[src/rtl/cpu_pkg.sv]
// Shared fetch-stage definitions: FSM state encoding and the default reset PC / fetch stride.
package cpu_pkg;

    typedef enum logic [1:0] {
        IDLE = 2'd0,
        REQ  = 2'd1,
        HOLD = 2'd2,
        DROP = 2'd3
    } fetch_state_e;

    localparam logic [31:0] DEFAULT_RESET_PC = 32'h0000_0000;
    localparam logic [31:0] DEFAULT_PC_STEP  = 32'd4;

endpackage

[src/rtl/instr_fetch_branch_target_adder.sv]
// Branch target = base + (word offset << 2); 32-bit wrap-around, carry discarded.
module Branch_Target_Adder (
    input  logic [31:0] base,
    input  logic [31:0] offset,
    output logic [31:0] target
);

    assign target = base + {offset[29:0], 2'b00};

endmodule

[src/rtl/instr_fetch.sv]
// Instruction fetch stage: one outstanding memory request, single-entry output hold register.
// Optional perf counters (fetch_cnt_o, stall_cnt_o) are built when INSTR_FETCH_PERF_CNT_EN is defined.
module instr_fetch
    import cpu_pkg::*;
#(
    parameter logic [31:0] RESET_PC = DEFAULT_RESET_PC,
    parameter logic [31:0] PC_STEP  = DEFAULT_PC_STEP
) (
    input  logic         clk_i,
    input  logic         rst_i,
    output logic         imem_req_o,
    output logic [31:0]  imem_addr_o,
    input  logic         imem_valid_i,
    input  logic [31:0]  imem_data_i,
    input  logic         redirect_i,
    input  logic [31:0]  redirect_base_i,
    input  logic [31:0]  br_offset_i,
    output logic         valid_o,
    input  logic         ready_i,
    output logic [31:0]  instr_o,
    output logic [31:0]  pc_o,
    output logic [31:0]  pc_plus4_o,
    output logic [15:0]  imm_o,
`ifdef INSTR_FETCH_PERF_CNT_EN
    output logic [31:0]  fetch_cnt_o,
    output logic [31:0]  stall_cnt_o,
`endif
    output fetch_state_e state_o
);

    // valid_o/ready_i: a word transfers on every cycle both are high; while valid_o is high
    // and no transfer or redirect occurs, instr_o and pc_o are held unchanged.

    fetch_state_e state_q, state_d;
    logic [31:0]  pc_q, pc_d;
    logic [31:0]  instr_q, instr_d;
    logic [31:0]  held_pc_q, held_pc_d;
    logic         valid_q, valid_d;
    logic [31:0]  target;
    logic [31:0]  seq_pc;

    Branch_Target_Adder u_target (
        .base   (redirect_base_i),
        .offset (br_offset_i),
        .target (target)
    );

    assign seq_pc = pc_q + PC_STEP;

    always_ff @(posedge clk_i or negedge rst_i) begin
        if (!rst_i) begin
            state_q   <= IDLE;
            pc_q      <= RESET_PC;
            instr_q   <= '0;
            held_pc_q <= RESET_PC;
            valid_q   <= 1'b0;
        end else begin
            state_q   <= state_d;
            pc_q      <= pc_d;
            instr_q   <= instr_d;
            held_pc_q <= held_pc_d;
            valid_q   <= valid_d;
        end
    end

    always_comb begin
        state_d     = state_q;
        pc_d        = pc_q;
        instr_d     = instr_q;
        held_pc_d   = held_pc_q;
        valid_d     = valid_q;
        imem_req_o  = 1'b0;
        imem_addr_o = pc_q;
        case (state_q)
            IDLE: state_d = REQ;
            REQ: begin
                imem_req_o = 1'b1;
                if (redirect_i) begin
                    // A response arriving with the redirect is simply dropped; otherwise
                    // the in-flight word must be swallowed in DROP first.
                    pc_d    = target;
                    state_d = imem_valid_i ? REQ : DROP;
                end else if (imem_valid_i) begin
                    instr_d   = imem_data_i;
                    held_pc_d = pc_q;
                    valid_d   = 1'b1;
                    state_d   = HOLD;
                end
            end
            HOLD: begin
                if (redirect_i) begin
                    valid_d = 1'b0;
                    pc_d    = target;
                    state_d = REQ;
                end else if (ready_i) begin
                    // Issue the sequential request in the same cycle as the transfer.
                    imem_req_o  = 1'b1;
                    imem_addr_o = seq_pc;
                    pc_d        = seq_pc;
                    valid_d     = 1'b0;
                    state_d     = REQ;
                end
            end
            DROP: begin
                if (redirect_i) pc_d = target;
                if (imem_valid_i) state_d = REQ;
            end
            default: state_d = IDLE;
        endcase
    end

    assign valid_o    = valid_q;
    assign instr_o    = instr_q;
    assign pc_o       = held_pc_q;
    assign pc_plus4_o = held_pc_q + PC_STEP;
    assign imm_o      = instr_q[15:0];
    assign state_o    = state_q;

`ifdef INSTR_FETCH_PERF_CNT_EN
    logic [31:0] fetch_cnt_q;
    logic [31:0] stall_cnt_q;

    always_ff @(posedge clk_i or negedge rst_i) begin
        if (!rst_i) begin
            fetch_cnt_q <= '0;
            stall_cnt_q <= '0;
        end else begin
            if (valid_q && ready_i)  fetch_cnt_q <= fetch_cnt_q + 32'd1;
            if (valid_q && !ready_i) stall_cnt_q <= stall_cnt_q + 32'd1;
        end
    end

    assign fetch_cnt_o = fetch_cnt_q;
    assign stall_cnt_o = stall_cnt_q;
`endif

endmodule

[config.mk]
export PLATFORM = sky130hd
export DESIGN_NAME = instr_fetch
export DESIGN_NICKNAME = d
export VERILOG_FILES = /design/src/rtl/cpu_pkg.sv /design/src/rtl/instr_fetch_branch_target_adder.sv /design/src/rtl/instr_fetch.sv
export SDC_FILE = /design/constraint.sdc
export NUM_CORES = 1
export LEC_CHECK = 0
export BUFFER_PORTS_ARGS = -buffer_cell sky130_fd_sc_hd__buf_2
export CELL_PAD_IN_SITES_DETAIL_PLACEMENT = 0
export CELL_PAD_IN_SITES_GLOBAL_PLACEMENT = 1
export CORE_MARGIN = 4
export CORE_UTILIZATION = 40
export CTS_CLUSTER_SIZE = 20
export DETAILED_ROUTE_END_ITERATION = 16
export PLACE_DENSITY = 0.87
export SYNTH_ARGS = -nofsm -noshare
export SYNTH_HDL_FRONTEND = slang
export SYNTH_SLANG_ARGS = --single-unit
[constraint.sdc]
create_clock -name clk_i -period 6.3 [get_ports clk_i]
set_input_delay 0.315 -clock clk_i [delete_from_list [all_inputs] [get_ports clk_i]]
set_output_delay 0.315 -clock clk_i [all_outputs]
set_load 0.03 [all_outputs]
## After elaboration in Yosys (flattened, before gate mapping)

Cells that the tools add are included.

| word-level totals | value |
|---|---|
| bits in registers | 99 |
| bits of input ports | 101 |
| logic and storage cells | 47 |

| cells by class | value |
|---|---|
| add/subtract/negate cells | 3 |
| equality and inequality tests | 9 |
| multiplexer cells | 21 |
| bitwise operators | 1 |
| reduce and logical (&&, ||, !) cells | 8 |

Operators with widths:

| kind | number |
|---|---|
| 32-bit two-way mux | 5 |
| 32-bit by 3-bit adder with 32-bit output, second input constant | 2 |
| 32-bit one-hot mux with 2 select lines | 1 |
| 32-bit adder | 1 |
| 2-bit two-way mux | 6 |
| 2-bit one-hot mux with 4 select lines | 1 |
| 1-bit two-way mux | 6 |
| 2-bit inequality test, second input constant | 3 |
| 3-bit inequality test, second input constant | 2 |
| 3-bit AND reduction | 2 |
| 2-bit equality test, second input constant | 2 |
| 1-bit one-hot mux with 2 select lines | 2 |
| 4-bit AND reduction | 1 |
| 2-bit nonzero test | 2 |
| 2-bit by 1-bit equality test with 1-bit output, second input constant | 1 |
| 2-bit logical NOT | 1 |
| 2-bit by 1-bit inequality test with 1-bit output, second input constant | 1 |
| 2-bit AND reduction | 1 |
| 2-bit OR reduction | 1 |
| 1-bit NOT | 1 |

## Longest topological paths before layout

| logic depth | value |
|---|---|
| depth after elaboration | 4 |
| depth in mapped cells | 9 |

## Hierarchy

A second synthesis with hierarchy kept.

| second synthesis, totals | value |
|---|---|
| cell total of the unflattened synthesis | 806 |
| area, all modules | 7359.6 µm² |

By module, submodules not included:

| module | times used | cells each | area an instance (µm²) | sequential area each (µm²) |
|---|---|---|---|---|
| instr_fetch | 1 | 580 | 5699.2 | 2477.4 |
| Branch_Target_Adder | 1 | 226 | 1660.3 | 0.0 |

## Least setup slack after synthesis

No wires, ideal clock.

| timing | value |
|---|---|
| path type | register to output |
| start | register held_pc_q[4], in the netlist pc_o[4] |
| end | output pc_plus4_o[29] |
| data arrival time | 2.341 ns |
| required time | 5.985 ns |
| slack | 3.644 ns |
| cell stages (with the launch flop) | 8 |
| buffers on the path | 0 |
| cell sequence | dfrtp_1 and3_1 and2_1 nand4_1 nor3_1 and3_1 nand3_1 xnor2_1 |

| on the way | value |
|---|---|
| longest elaborated chain between the ends | 1 |

RTL lines:

| what | line | source |
|---|---|---|
| start, declared | instr_fetch.sv:37 | `logic [31:0] held_pc_q, held_pc_d;` |
| start signal, assigned | instr_fetch.sv:61 | `held_pc_q <= held_pc_d;` |
| 32-bit by 3-bit adder with 32-bit output | instr_fetch.sv:115 | `assign pc_plus4_o = held_pc_q + PC_STEP;` |
| end, declared | instr_fetch.sv:22 | `output logic [31:0] pc_plus4_o,` |

Every way passes these cells.

## Final worst setup path

| timing | value |
|---|---|
| start | register pc_q[2] |
| end | output imem_addr_o[28] |

| on the way | value |
|---|---|
| longest elaborated chain between the ends | 4 |

RTL lines:

| what | line | source |
|---|---|---|
| start, declared | instr_fetch.sv:35 | `logic [31:0] pc_q, pc_d;` |
| start signal, assigned | instr_fetch.sv:59 | `pc_q <= pc_d;` |
| 32-bit by 3-bit adder with 32-bit output | instr_fetch.sv:48 | `assign seq_pc = pc_q + PC_STEP;` |
| 32-bit two-way mux | instr_fetch.sv:95 | `end else if (ready_i) begin` |
| 32-bit two-way mux | instr_fetch.sv:91 | `if (redirect_i) begin` |
| 32-bit two-way mux | instr_fetch.sv:74 | `case (state_q)` |
| end, declared | instr_fetch.sv:12 | `output logic [31:0] imem_addr_o,` |

Every way passes these cells.

==> results by group <==
Outcome
  • Status: finished clean

Setup path
  • Critical Path AT: 3.01 ns
  • Startpoint types: flop
  • Critical path peak fanout: 8
  • R2r endpoint: pc_q[29]
  • Worst R2R Start: state_o[1]
  • WP data required: 5.98 ns
  • Setup crit end: imem_addr_o[28]
  • Crit. End Element: primary output
  • R2R setup slack: 3.65 ns
  • Worst setup startpoint: pc_q[2]
  • Crit Path Category: reg2out
  • Worst R2R Path Depth: 8

Yosys
  • Synth Register Bits: 99
  • Synth cell types: 63
  • Asr flop ratio synth: 100.0%
  • Synthesized area: between 7000 and 8000 µm²
  • EDFF count, synth: 0
  • Synthesized area per cell: 8.922 µm²
  • Syn nets: 946
  • Ys flop type: dfrtp_1
  • Yosys warns: 0
  • Post-Synthesis Cells: between 800 and 900
  • Post-synthesis sequential area ratio: 34.32%

Cells and area
  • Post-route cell area: just under 9000 µm²
  • Layout Cells excl Fill: 1242
  • Fin util: 50.31%
  • Final #Nets: 1148
  • P&R area growth vs syn: 21.81%
  • Layout cell share with drive strength beyond 1: 34.25%

Die
  • Core footprint: 17480 µm²
  • Initial core utilization: between 40 and 50%
  • Die X: 142.3 µm
  • Die height: 142.3 µm
  • Site Rows: 48
  • I/O pin cnt: 249
  • Die area: 20260 µm²

Routing
  • Routed Antenna Nets: 0
  • Via count: 6737
  • # DRC: 0
  • 1st-pass router iterations: 4
  • Final WL: 21380 µm
  • Routed wire per std cell: 17.21 µm
  • Initial DRC count: 325
  • Vias per inst: around 5.4

STA
  • Final Hold Fails: 0
  • Final Critical Period: around 3.3 ns
  • Final Skew: 0.01042 ns
  • RSZ-0062 raised after global routing: no
  • Period utilisation layout: 52.80%
  • TNS Setup: 0 ns
  • Setup violators final: 0
  • Max-slew violation count: 0
  • Worst slew pin tran: a little over 1 ns
  • Worst slew margin: 31.35%
  • Fmax achieved: 300.7 MHz

Power and ir drop
  • P_leak: 3.962 nW
  • Pwr per Cell Area: 527.8 nW/µm²
  • VDD IR max: 0.0003706 V
  • Total power: 0.004641 W

Global routing
  • Largest net degree at the start of global routing: 60
  • First-pass GRT wire length: 33640 µm
  • Gr usage total: 20.42%
  • Number of global-route vias before repair: 6365
  • Grt total ovfl: 0
  • Initial antenna violation count: 1

Job
  • Max cap viols: 0

Clock tree
  • Post-CTS Resized: 0
  • # clock sinks: 99
  • CTS tree: done
  • Longest Clk Path Bufs: 2
  • Clk_lat worst skew: 0.34 ns
  • H-tree depth: 3
  • Root buffer cell: clkbuf_16
  • TritonCTS Buffers: 9
  • Clk slew on worst S/H paths: 0.07 ns
  • Cts hold-fix bufs: 1
  • Post-CTS Setup Bufs: 0

Placement
  • Routability Congestion: approximately 0.82
  • Port Buffers: roughly 250
  • Placement Cell Area: 8472 µm²
  • DP HPWL: 16820 µm
  • Placed insts: roughly 1200

Min path
  • Hold WC Path Type: in2reg
-- per-stage QoR --
step	hold slack [ns]	setup slack [ns]
2_1_floorplan	0.01941	3.644
3_3_place_gp	0.3338	3.347
3_5_place_dp	0.3359	3.348
4_1_cts	0.1864	2.984
5_1_grt	0.1866	2.736
6_report	0.2029	2.974
-- critical path, stage by stage, from the launching register on --
cell and delay (ns):
dfrtp_1 0.46, ha_1 0.23, nand4_1 0.19, nor2_1 0.46
nand3_1 0.31, or3_1 0.43, nor2_1 0.14, xor2_1 0.20
buf_2 0.23
-- worst min-delay path by stage --
| stage | from | end | slack (ns) | cells after the start |
|---|---|---|---|---|
| 3_3_place_gp | rst_i | pc_q[8] | 0.33 | 1 |
| 6_report | imem_data_i[27] | instr_o[27] | 0.20 | 2 |
| 5_1_grt | redirect_base_i[0] | pc_q[0] | 0.19 | 2 |
| 3_5_place_dp | rst_i | pc_q[8] | 0.34 | 1 |
| 2_1_floorplan | rst_i | instr_o[0] | 0.02 | 0 |
| 4_1_cts | imem_data_i[27] | instr_o[27] | 0.19 | 2 |
-- synth_stat cells (4+ instances only) --
cell	count	share of area (%)
or3_1	6	0.52
a21o_1	8	0.83
xor2_1	25	3.0
nand2b_1	4	0.35
nor2_1	55	2.9
and3_1	12	1.0
a21oi_1	63	4.4
buf_1	5	0.26
nor3_1	28	1.9
nand2_1	65	3.4
a31oi_1	10	0.87
buf_2	5	0.35
and4_1	8	0.97
nand4_1	19	1.6
ha_1	35	6.1
o31ai_1	4	0.42
o21ai_0	58	4.0
dfrtp_1	99	34
nand3_1	40	2.8
o22ai_1	5	0.43
xnor2_1	54	6.6
nor4_1	6	0.52
a211oi_1	4	0.42
clkbuf_1	32	1.7
nor2b_1	4	0.35
buf_4	21	2.2
mux2_2	64	10
inv_1	14	0.73
-- area by class of cell --
cell class                 count  area [µm²]
antenna                        1       2.502
clock buffer                   9       225.2
fill                        1724        8685
multi-input combinational    633        4374
clock inverter                 7       82.58
sequential                    99        2477
tap                          225       281.5
inverter                      14       52.55
timing repair buffer         254        1296
-- sequential cells by signal, indices dropped and copies added (netlist names) --
register and flops:
instr_o 32, pc_o 32, pc_q 32, state_o 2, valid_o 1
-- layer usage --
layer	up-vias	GRT usage [%]	wire length (µm)	part of all wire, %
met1	3132	27.29	9407	44
met3	22	3.058	1458	6.8
met5	-	0	0	0
met4	0	4.802	320	1.5
li1	3332	-	-	-
met2	251	35.03	10190	48
-- layout by cell type (no fill, tap or decap), types with 6 or more instances in the layout --
master     synthesis  layout
and3_1            12      12
a21o_1             8       8
nor2_1            55      55
clkbuf_16          0       9
xor2_1            25      25
inv_1             14      14
dfrtp_1           99      99
xnor2_1           54      54
a31oi_1           10      10
nor4_1             6       6
buf_4             21       8
nand2_1           65      64
ha_1              35      35
or3_1              6       6
o21ai_0           58      58
nand4_1           19      19
nand3_1           40      40
and4_1             8       8
buf_2              5     245
nor3_1            28      27
mux2_2            64      64
a21oi_1           63      63
-- cell families (layout without fill, tap and decap cells) --
group                    Yosys count  after routing  share of synthesized area (%)
flip-flops                        99             99                          34.32
adder cells (fa/ha/maj)           36             36                          6.344
XOR/XNOR                          79             79                          9.586
buffers and inverters             77            284                          5.183
AO/OA/AOI/OAI                    193            193                          16.68
other                              0              1                              0
multiplexers                      66             66                          10.26
AND/OR/NAND/NOR                  259            259                          17.63
-- where the power goes --
part           leakage, nW  switching, W  internal [W]  total, W
sequential            1.17      0.000411      0.000950   0.00136
clock                0.145      0.000259      0.000315  0.000574
combinational         2.65       0.00181      0.000894   0.00271
total                 3.96       0.00248       0.00216   0.00464
Power figures use the tool's default switching activity.
